==> src/rtl/boot_ram_loader.sv <==
// boot_ram_loader: copies the boot image from a synchronous ROM into SRAM via AXI4
// INCR write bursts and holds the CPU in reset until the copy finishes cleanly.
// Optional build macro BOOT_RAM_LOADER_CHECKSUM_EN adds a 32-bit sum of all written
// beats on checksum_o; otherwise checksum_o is tied to 0.
module boot_ram_loader #(
    parameter int unsigned     ADDR_W     = 32,
    parameter int unsigned     DATA_W     = 32,
    parameter int unsigned     AXI_ID_W   = 8,
    parameter int unsigned     ROM_ADDR_W = 10,
    parameter int unsigned     BURST_LEN  = 16,
    parameter longint unsigned DEST_BASE  = 0
) (
    input  logic                  clk_i,
    input  logic                  arst_n_i,
    input  logic                  cke_i,
    input  logic                  start_i,
    output logic                  busy_o,
    output logic                  done_o,
    output logic                  error_o,
    output logic                  cpu_reset_o,
    output logic [31:0]           checksum_o,
    output logic                  rom_en_o,
    output logic [ROM_ADDR_W-1:0] rom_addr_o,
    input  logic [DATA_W-1:0]     rom_rdata_i,
    output logic [AXI_ID_W-1:0]   m_axi_awid_o,
    output logic [ADDR_W-1:0]     m_axi_awaddr_o,
    output logic [7:0]            m_axi_awlen_o,
    output logic [2:0]            m_axi_awsize_o,
    output logic [1:0]            m_axi_awburst_o,
    output logic                  m_axi_awvalid_o,
    input  logic                  m_axi_awready_i,
    output logic [DATA_W-1:0]     m_axi_wdata_o,
    output logic [DATA_W/8-1:0]   m_axi_wstrb_o,
    output logic                  m_axi_wlast_o,
    output logic                  m_axi_wvalid_o,
    input  logic                  m_axi_wready_i,
    input  logic [AXI_ID_W-1:0]   m_axi_bid_i,
    input  logic [1:0]            m_axi_bresp_i,
    input  logic                  m_axi_bvalid_i,
    output logic                  m_axi_bready_o
);

    localparam int unsigned     STRB_W      = DATA_W / 8;
    localparam int unsigned     BURST_BYTES = BURST_LEN * STRB_W;
    localparam int unsigned     BYTE_SHIFT  = $clog2(BURST_BYTES);
    localparam int unsigned     NUM_BURSTS  = (2 ** ROM_ADDR_W) / BURST_LEN;
    localparam int unsigned     BC_W        = ROM_ADDR_W + 1;
    localparam logic [BC_W-1:0] LAST_BURST  = BC_W'(NUM_BURSTS - 1);
    localparam logic [8:0]      BEATS       = 9'(BURST_LEN);
    localparam logic [8:0]      LAST_BEAT   = 9'(BURST_LEN - 1);

    typedef enum logic [2:0] {StIdle, StAddr, StData, StResp, StDone, StErr} state_e;

    state_e                  state_q, state_d;
    logic [BC_W-1:0]         burst_cnt_q, burst_cnt_d;
    logic [ROM_ADDR_W-1:0]   rom_ptr_q, rom_ptr_d;
    logic [8:0]              req_cnt_q, req_cnt_d;
    logic [8:0]              beat_cnt_q, beat_cnt_d;
    logic [DATA_W-1:0]       beat_buf_q [2];
    logic                    rd_idx_q, wr_idx_q;
    logic [1:0]              count_q;
    logic                    pend_q;
    logic                    start_copy;
    logic                    w_fire;
    logic                    rom_rd;
    logic [2:0]              occ;
    logic                    unused_bid;

    assign unused_bid = ^m_axi_bid_i;

    // A beat leaves the buffer only in DATA, so no W precedes its AW handshake.
    assign w_fire = (state_q == StData) && (count_q != 2'd0) && m_axi_wready_i;

    // Occupancy after this cycle's pop, so a read can refill the slot being freed
    // and the buffer keeps up with one beat per cycle.
    assign occ    = 3'(count_q) + 3'(pend_q) - 3'(w_fire);
    assign rom_rd = ((state_q == StAddr) || (state_q == StData)) &&
                    (req_cnt_q != BEATS) && (occ < 3'd2);

    // State and counter register.
    always_ff @(posedge clk_i or negedge arst_n_i) begin
        if (!arst_n_i) begin
            state_q     <= StIdle;
            burst_cnt_q <= '0;
            rom_ptr_q   <= '0;
            req_cnt_q   <= '0;
            beat_cnt_q  <= '0;
        end else if (cke_i) begin
            state_q     <= state_d;
            burst_cnt_q <= burst_cnt_d;
            rom_ptr_q   <= rom_ptr_d;
            req_cnt_q   <= req_cnt_d;
            beat_cnt_q  <= beat_cnt_d;
        end
    end

    // Next-state logic and burst/beat/ROM bookkeeping.
    always_comb begin
        state_d     = state_q;
        burst_cnt_d = burst_cnt_q;
        rom_ptr_d   = rom_ptr_q;
        req_cnt_d   = req_cnt_q;
        beat_cnt_d  = beat_cnt_q;
        start_copy  = 1'b0;
        unique case (state_q)
            StIdle, StDone, StErr: begin
                if (start_i) begin
                    state_d     = StAddr;
                    start_copy  = 1'b1;
                    burst_cnt_d = '0;
                    rom_ptr_d   = '0;
                    req_cnt_d   = '0;
                    beat_cnt_d  = '0;
                end
            end
            StAddr: begin
                if (m_axi_awready_i) state_d = StData;
            end
            StData: begin
                if (w_fire) begin
                    if (beat_cnt_q == LAST_BEAT) begin
                        beat_cnt_d = '0;
                        state_d    = StResp;
                    end else begin
                        beat_cnt_d = beat_cnt_q + 9'd1;
                    end
                end
            end
            StResp: begin
                if (m_axi_bvalid_i) begin
                    if (m_axi_bresp_i != 2'b00) begin
                        state_d = StErr;
                    end else if (burst_cnt_q == LAST_BURST) begin
                        state_d = StDone;
                    end else begin
                        burst_cnt_d = burst_cnt_q + BC_W'(1);
                        req_cnt_d   = '0;
                        state_d     = StAddr;
                    end
                end
            end
            default: state_d = StIdle;
        endcase
        // Reads only happen in ADDR/DATA, so this never collides with the clears above.
        if (rom_rd) begin
            rom_ptr_d = rom_ptr_q + ROM_ADDR_W'(1);
            req_cnt_d = req_cnt_q + 9'd1;
        end
    end

    // Two-entry beat buffer fed by ROM data one cycle after each read.
    always_ff @(posedge clk_i or negedge arst_n_i) begin
        if (!arst_n_i) begin
            beat_buf_q[0] <= '0;
            beat_buf_q[1] <= '0;
            rd_idx_q      <= 1'b0;
            wr_idx_q      <= 1'b0;
            count_q       <= 2'd0;
            pend_q        <= 1'b0;
        end else if (cke_i) begin
            if (start_copy) begin
                beat_buf_q[0] <= '0;
                beat_buf_q[1] <= '0;
                rd_idx_q      <= 1'b0;
                wr_idx_q      <= 1'b0;
                count_q       <= 2'd0;
                pend_q        <= 1'b0;
            end else begin
                pend_q <= rom_rd;
                if (pend_q) begin
                    beat_buf_q[wr_idx_q] <= rom_rdata_i;
                    wr_idx_q             <= ~wr_idx_q;
                end
                if (w_fire) rd_idx_q <= ~rd_idx_q;
                count_q <= 2'(3'(count_q) + 3'(pend_q) - 3'(w_fire));
            end
        end
    end

`ifdef BOOT_RAM_LOADER_CHECKSUM_EN
    localparam int unsigned N_SLICES = (DATA_W + 31) / 32;
    localparam int unsigned PAD_W    = N_SLICES * 32;

    logic [31:0] checksum_q;

    // Wide beats fold by XOR of 32-bit slices; narrow beats are zero-extended.
    function automatic logic [31:0] fold(input logic [DATA_W-1:0] d);
        logic [PAD_W-1:0] pad;
        logic [31:0]      acc;
        pad = PAD_W'(d);
        acc = '0;
        for (int i = 0; i < int'(N_SLICES); i++) acc = acc ^ pad[i*32 +: 32];
        return acc;
    endfunction

    // Wrap-around sum of every accepted W beat, cleared on each start.
    always_ff @(posedge clk_i or negedge arst_n_i) begin
        if (!arst_n_i) begin
            checksum_q <= '0;
        end else if (cke_i) begin
            if (start_copy) checksum_q <= '0;
            else if (w_fire) checksum_q <= checksum_q + fold(m_axi_wdata_o);
        end
    end

    assign checksum_o = checksum_q;
`else
    assign checksum_o = 32'd0;
`endif

    assign busy_o      = (state_q == StAddr) || (state_q == StData) || (state_q == StResp);
    assign done_o      = (state_q == StDone);
    assign error_o     = (state_q == StErr);
    assign cpu_reset_o = (state_q != StDone);

    assign rom_en_o   = rom_rd;
    assign rom_addr_o = rom_ptr_q;

    assign m_axi_awid_o    = '0;
    assign m_axi_awaddr_o  = ADDR_W'(DEST_BASE) + (ADDR_W'(burst_cnt_q) << BYTE_SHIFT);
    assign m_axi_awlen_o   = 8'(BURST_LEN - 1);
    assign m_axi_awsize_o  = 3'($clog2(STRB_W));
    assign m_axi_awburst_o = 2'b01;
    assign m_axi_awvalid_o = (state_q == StAddr);

    assign m_axi_wdata_o  = beat_buf_q[rd_idx_q];
    assign m_axi_wstrb_o  = '1;
    assign m_axi_wvalid_o = (state_q == StData) && (count_q != 2'd0);
    assign m_axi_wlast_o  = (state_q == StData) && (beat_cnt_q == LAST_BEAT);
    assign m_axi_bready_o = (state_q == StResp);

endmodule

==> config.mk <==
export PLATFORM = sky130hd
export DESIGN_NAME = boot_ram_loader
export DESIGN_NICKNAME = d
export VERILOG_FILES = /design/src/rtl/boot_ram_loader.sv
export SDC_FILE = /design/constraint.sdc
export NUM_CORES = 1
export LEC_CHECK = 0
export ABC_CLOCK_PERIOD_IN_PS = 2630
export BUFFER_PORTS_ARGS = -buffer_cell sky130_fd_sc_hd__buf_2
export CAP_MARGIN = 20
export CELL_PAD_IN_SITES_DETAIL_PLACEMENT = 1
export CELL_PAD_IN_SITES_GLOBAL_PLACEMENT = 2
export CORE_AREA = 10 10 159 161
export DETAILED_ROUTE_END_ITERATION = 16
export DIE_AREA = 0 0 169 171
export PLACE_DENSITY = 0.8
export SLEW_MARGIN = 25
export SYNTH_ARGS = -nofsm -noshare
export SYNTH_HDL_FRONTEND = slang
export SYNTH_SLANG_ARGS = --single-unit
==> constraint.sdc <==
create_clock -name clk_i -period 2.63 [get_ports clk_i]
set_input_delay 0.263 -clock clk_i [delete_from_list [all_inputs] [get_ports clk_i]]
set_output_delay 0.263 -clock clk_i [all_outputs]
set_load 0.02 [all_outputs]
== Yosys cells after proc, flatten, opt, wreduce, memory -nomap -nowiden ==
Cells that the tools add are included.

* Output and inout port bits: 140
* Bits in registers: 111
* Logic and storage cells: 112
* Bits of input ports: 49

* Order comparisons: 4
* Muxes and demuxes: 41
* Equality and inequality tests: 20
* Bitwise operators: 4
* Add/subtract/negate cells: 6
* Reductions and logical operators: 26

{| class="wikitable"
|+ Operator list
! operator !! count
|-
| $mux W32 || 4
|-
| $mux W64 || 2
|-
| $bwmux W64 || 1
|-
| $mux W9 || 7
|-
| $mux W11 || 4
|-
| $pmux W9 S2 || 2
|-
| $demux W32 S1 || 1
|-
| $mux W10 || 3
|-
| $pmux W11 S2 || 1
|-
| $mux W3 || 7
|-
| $add A9 B1 Y9 const B || 2
|-
| $reduce_and A6 Y1 || 3
|-
| $reduce_bool A2 Y1 || 8
|-
| $ne A3 B3 Y1 const B || 5
|-
| $pmux W3 S4 || 1
|-
| $add A11 B1 Y11 const B || 1
|-
| $eq A11 B6 Y1 const B || 1
|-
| $add A10 B1 Y10 const B || 1
|-
| $ne A2 B2 Y1 const B || 5
|-
| $eq A9 B4 Y1 const B || 1
|-
| $ne A9 B5 Y1 const B || 1
|-
| $mux W1 || 7
|-
| $eq A3 B2 Y1 const B || 2
|-
| $eq A3 B3 Y1 const B || 2
|-
| other kinds (18) || 29
|}

== Longest topological paths before layout ==
* Depth after elaboration: 8
* Mapped depth: 15
* Gate-level depth less buffers: 14

== Least setup slack after synthesis ==
No wires, ideal clock.

* Kind: register -> register
* Start: reg state_q[0]
* End: reg rom_ptr_q[2], in the netlist rom_addr_o[2]
* Library setup time: 0.137 ns
* Clock period less this slack: 2.858 ns
* Setup slack: -0.228 ns
* Path buffers: 1
* Data arrival time: 2.721 ns
* Data required time: 2.493 ns
* Cell stages (with the launch flop): 16
* Path through: dfrtp_1 -> buf_2 -> nor3b_2 -> nand3b_1 -> inv_1 -> ha_1 -> inv_1 -> ha_1 -> inv_1 -> fa_1 -> xnor2_1 -> and4_1 -> nand2_1 -> inv_1 -> nand3_1 -> mux2i_1

* Word-level cells in the longest chain between the ends: 8
* Elaborated cells on any way between the ends: 17
* Classes of those cells: 1 x add/sub; 1 x order compare; 4 x eq/ne; 1 x mux; 10 x reduce/logical

{| class="wikitable"
|+ Ends and longest elaborated chain
! element !! RTL line !! text
|-
| start: declaration || 54 || <nowiki>state_e state_q, state_d;</nowiki>
|-
| start signal: assignment || 83 || <nowiki>state_q <= StIdle;</nowiki>
|-
| start signal: assignment || 89 || <nowiki>state_q <= state_d;</nowiki>
|-
| $eq A3 B2 Y1 || 72, 77 ||
|-
| $logic_and A1 B1 Y1 (2 in a row) || 72 || <nowiki>assign w_fire = (state_q == StData) && (count_q != 2'd0) && m_axi_wready_i;</nowiki>
|-
| $sub A3 B1 Y3 || n/a ||
|-
| $lt A3 B2 Y1 || 78 || <nowiki>(req_cnt_q != BEATS) && (occ < 3'd2);</nowiki>
|-
| $logic_and A1 B1 Y1 * || 78 ||
|-
| named net rom_en_o || 22 || <nowiki>output logic rom_en_o,</nowiki>
|-
| $reduce_bool A2 Y1 (no source line) || n/a ||
|-
| $reduce_and A3 Y1 (no source line) || n/a ||
|-
| end signal: assignment || 91 || <nowiki>rom_ptr_q <= rom_ptr_d;</nowiki>
|-
| end: declaration || 56 || <nowiki>logic [ROM_ADDR_W-1:0] rom_ptr_q, rom_ptr_d;</nowiki>
|}

Mark *: on every way through the listed nets, which the timed path passes. The rest lies on a longest branch.
A chain may end at the register's enable or synchronous reset.

== Worst setup path after layout ==
* Start: reg state_q[2]
* End: reg req_cnt_q[2]

* Word-level cells in the longest chain between the ends: 8
* Elaborated cells on any way between the ends: 22
* Classes of those cells: 1 x add/sub; 1 x order compare; 9 x eq/ne; 2 x mux; 9 x reduce/logical

{| class="wikitable"
|+ Ends and longest elaborated chain
! element !! RTL line !! text
|-
| $eq A3 B2 Y1 || 72, 77 ||
|-
| $logic_and A1 B1 Y1 (2 in a row) || 72 ||
|-
| $sub A3 B1 Y3 || n/a ||
|-
| $lt A3 B2 Y1 || 78 ||
|-
| $logic_and A1 B1 Y1 || 78 ||
|-
| $ne A3 B3 Y1 (no source line) / $reduce_bool A3 Y1 (equally long branches) || n/a ||
|-
| $reduce_and A6 Y1 (no source line) || n/a ||
|-
| end signal: assignment || 92 || <nowiki>req_cnt_q <= req_cnt_d;</nowiki>
|-
| end: declaration || 57 || <nowiki>logic [8:0] req_cnt_q, req_cnt_d;</nowiki>
|}

Several ways; a longest one is shown, not always the timed one.

==> Implementation_results.wiki <==
{| class="wikitable"
! Metric !! Value
|-
| Cell Area, Placed || 0.006773 mm²
|-
| Register bit count reported by yosys || 111
|-
| Routed wl met2 || 9.002 mm
|-
| Simple-gate area share of the yosys netlist || 18.26%
|-
| Crit path launch type || flop
|-
| Detailed Routing Iterations Pass 1 || 4
|-
| Synth Area in Adders || 1.763%
|-
| Chip Height || 171 µm
|-
| DRT met1 WL || 8.124 mm
|-
| Share of total power in combinational logic || 45.8%
|-
| Fraction of the yosys area taken by sequential cells || 45.50%
|-
| Least setup slack across all paths after layout || -0.3187 ns
|-
| Data required time at the worst endpoint || 2.88 ns
|-
| Overflow left after global routing || 0
|-
| Power density cells || 1001 mW/mm²
|-
| Global-route total usage across every layer || 12.33%
|-
| Mux cell area share after synthesis || 7.706%
|-
| Max Clock Skew || 0.01430 ns
|-
| Diode insertion count for antenna repair || 0
|-
| Synth-to-Final Area Change || 20.11%
|-
| DRC viols || 0
|-
| Fraction of the cycle the final worst path needs || 112.1%
|-
| Switching share of total power || 41.03%
|-
| Number of instances in the synthesized netlist || 635
|-
| Status || complete, but fails checks
|-
| Effective utilization at floorplan || 27.46%
|-
| Total power consumption of the routed design || 7.341 mW
|-
| Kind of critical path || flop to flop
|-
| TritonCTS clock tree || done
|-
| Commonest non-fill, non-tap cell in the layout || sky130_fd_sc_hd__dfrtp_1
|-
| Post-synthesis share of cell area spent on xor and xnor gates || 0.8608%
|-
| Iter 0 DRT Violations || 246
|-
| Path category of the worst min-delay check || input pin to flop
|-
| Die boundary width || 169 µm
|-
| Mean Syn Cell Area || 9.614 µm²
|-
| Fmax || 0.3391 GHz
|-
| Routed Wire Length || 18.20 mm
|-
| Share of flip-flops with an asynchronous set or reset || 100.0%
|-
| FP Rows || 55
|-
| Register share of total power || 34.7%
|-
| Unique cell type count in the Yosys netlist || 52
|-
| Level count of the clock H-tree || 3
|-
| Hold Fails Final Rpt || 0
|-
| Post-route design area || 0.007332 mm²
|-
| Number of clock sinks seen by CTS || 111
|-
| Clock-pin transition on the worst setup and hold timing paths || 0.08 ns
|-
| Overall via count from detail_route || 4,951
|-
| Core area || 0.02223 mm²
|-
| Met3 routed wirelength || 947 µm
|-
| Die area || 0.02890 mm²
|-
| Antenna violations before repair || 0
|-
| Part of the total power dissipated in the clock network || 19.6%
|-
| Root buffer cell || sky130_fd_sc_hd__clkbuf_16
|-
| Maximum fanout count along the critical path || 9
|-
| Post-synth top flop || sky130_fd_sc_hd__dfrtp_1
|-
| Net switching power figure || 3.012 mW
|-
| Routed wire length per instance || 17.40 µm
|-
| I/O Pins || 189
|-
| Count of flip-flops with a built-in enable after synthesis || 0
|-
| Synthesis warning total || 0
|-
| Gp weighted congestion || 0.7692
|-
| Top Metal Used || met4
|-
| Unrepaired setup endpoints after global routing || true
|-
| Violated checks || setup timing
|-
| CP Capture Type || flop
|-
| Number of fill cells in the layout || 2,630
|-
| Vias in the first global route || 5,496
|-
| Worst IR drop on VDD || 308.4 µV
|-
| Skew-Pair Late Insertion Delay || 0.35 ns
|-
| Combinational family with the most area after synthesis || simple AND/OR/NAND/NOR gates
|-
| Vias per Instance || 4.733
|-
| Leakage Power || 3.742 nW
|-
| Count of nets after finishing || 813
|-
| Pin count of the biggest net entering global routing || 44
|-
| Max_cap viols || 0
|-
| Max-slew headroom at the worst pin || 42.58%
|-
| Top library cells by usage in the layout, fill and taps aside || 111 x sky130_fd_sc_hd__dfrtp_1, 100 x sky130_fd_sc_hd__buf_2, 92 x sky130_fd_sc_hd__nand2_1
|-
| Longest Clk Path Bufs || 2
|-
| Layout cells sized above 1 || 29.17%
|-
| Compound-gate portion of the synthesized area || 12.73%
|-
| Final-layout setup total negative slack || -4.984 ns
|-
| Max-slew violations || 0
|-
| Internal power || 4.330 mW
|-
| Setup violation total in the final timing report || 21
|-
| Port Buffer Count || 102
|-
| WHS Path Cells || 2
|-
| Minimum clock period after layout || 2.949 ns
|-
| CTS buffer count || 9
|-
| Detailed placement HPWL || 12.64 mm
|-
| Reg2Reg Depth || 13
|-
| Crit path DAT || 3.20 ns
|-
| Area of the mapped netlist || 0.006105 mm²
|-
| Global-route wire length before repair || 29.27 mm
|-
| Transition time at the pin with the least slew margin || 0.8540 ns
|-
| Detail Route Antenna Nets || 0
|}
per-stage QoR:
stage | std cells | hold slack (ns) | utilization, % | setup WS, ns
4_1_cts | 1042 | 0.1220 | 32.50 | -0.2810
6_report | 1046 | 0.1331 | 32.99 | -0.3187
3_3_place_gp | 1013 | 0.2792 | 30.47 | -0.05142
2_1_floorplan | 711 | -0.03259 | - | -0.1167
5_1_grt | 1046 | 0.1198 | 32.99 | -0.4585
3_5_place_dp | 1013 | 0.2790 | 30.47 | -0.1598
final cells by class:
type | instances | area [µm²] | area share [%]
Inverter | 14 | 57.56 | 0.7850
Timing Repair Buffer | 146 | 888.4 | 12.12
Tap cell | 285 | 356.6 | 4.863
Clock inverter | 6 | 75.07 | 1.024
Clock buffer | 10 | 229.0 | 3.123
Multi-Input combinational cell | 474 | 2948 | 40.20
Sequential cell | 111 | 2778 | 37.88
cells by family (layout without fill, tap and decap cells):
family,count (synthesis),count (layout)
multiplexers,43,43
other,2,78
flip-flops,111,111
AND/OR/NAND/NOR,231,231
adder cells (fa/ha/maj),8,8
XOR/XNOR,6,6
AO/OA/AOI/OAI,107,108
buffers and inverters,127,176
registers in the layout (all words and copies together) (netlist names):
| register | flops |
|---|---|
| wr_idx_q | 1 |
| beat_cnt_q | 9 |
| beat_buf_q | 64 |
| req_cnt_q | 9 |
| state_q | 3 |
| count_q | 2 |
| burst_cnt_q | 11 |
| rom_addr_o | 10 |
| pend_q | 1 |
| rd_idx_q | 1 |
worst max-delay path: stages (launching register included):
cell                       delay [ns]
sky130_fd_sc_hd__dfrtp_1         0.42
sky130_fd_sc_hd__nor3b_4         0.22
sky130_fd_sc_hd__nand3b_1        0.15
sky130_fd_sc_hd__inv_2           0.09
sky130_fd_sc_hd__ha_4            0.20
sky130_fd_sc_hd__inv_4           0.06
sky130_fd_sc_hd__ha_4            0.12
sky130_fd_sc_hd__inv_2           0.04
sky130_fd_sc_hd__fa_2            0.58
sky130_fd_sc_hd__and4_4          0.23
sky130_fd_sc_hd__buf_4           0.13
sky130_fd_sc_hd__nand3_1         0.15
sky130_fd_sc_hd__a21boi_4        0.22
sky130_fd_sc_hd__a22o_1          0.24
cell usage after synthesis (11+ instances only):
library cell,count,area (µm²)
sky130_fd_sc_hd__dfrtp_1,111,2778
sky130_fd_sc_hd__nand2_1,94,352.8
sky130_fd_sc_hd__buf_4,80,600.6
sky130_fd_sc_hd__nand3_1,59,295.3
sky130_fd_sc_hd__a22o_1,34,297.8
sky130_fd_sc_hd__mux2_2,32,360.4
sky130_fd_sc_hd__nor2_1,27,101.4
sky130_fd_sc_hd__clkbuf_1,22,82.58
sky130_fd_sc_hd__o21ai_0,22,110.1
sky130_fd_sc_hd__a21oi_1,14,70.07
sky130_fd_sc_hd__inv_1,13,48.80
sky130_fd_sc_hd__o31ai_1,13,97.59
sky130_fd_sc_hd__mux2i_1,11,110.1
routing by layer:
metal	track usage (%)	up-vias
met5	0	-
met4	3.039	0
met3	3.051	7
met2	21.35	123
met1	15.01	2493
li1	-	2328
power by group through the flow:
stage	clock [mW]	combinational, mW	sequential (mW)
5_1_grt	1.58	3.71	2.63
3_5_place_dp	0	3.10	2.58
4_1_cts	1.50	3.26	2.55
3_3_place_gp	0	3.04	2.56
2_1_floorplan	0	2.15	2.50
6_report	1.44	3.36	2.54
final timing paths:
check,from,end,slack (ns)
worst max-delay path,state_q[2]$_DFFE_PN0P_,req_cnt_q[2]$_DFFE_PN0P_,-0.32
worst min-delay path,rom_rdata_i[3],beat_buf_q[35]$_DFFE_PN0P_,0.13
worst max register to register,state_q[2]$_DFFE_PN0P_,req_cnt_q[2]$_DFFE_PN0P_,-0.32
worst min register to register,beat_buf_q[11]$_DFFE_PN0P_,beat_buf_q[11]$_DFFE_PN0P_,0.46
max in group asynchronous,arst_n_i,beat_buf_q[13]$_DFFE_PN0P_,1.35
min in group asynchronous,arst_n_i,beat_cnt_q[7]$_DFFE_PN0P_,0.43
timing repair:
| item | 4_1_cts | 5_1_grt |
|---|---|---|
| gates cloned | 0 | 1 |
| endpoints found under the hold margin | 34 | 0 |
| hold buffers | 1 | 0 |
| pin swaps | 5 | 9 |
| setup endpoints to repair | 18 | 33 |
| resized for setup | 21 | 19 |
| setup buffers | 12 | 5 |
No activity file was read; power rests on OpenSTA's default activity.
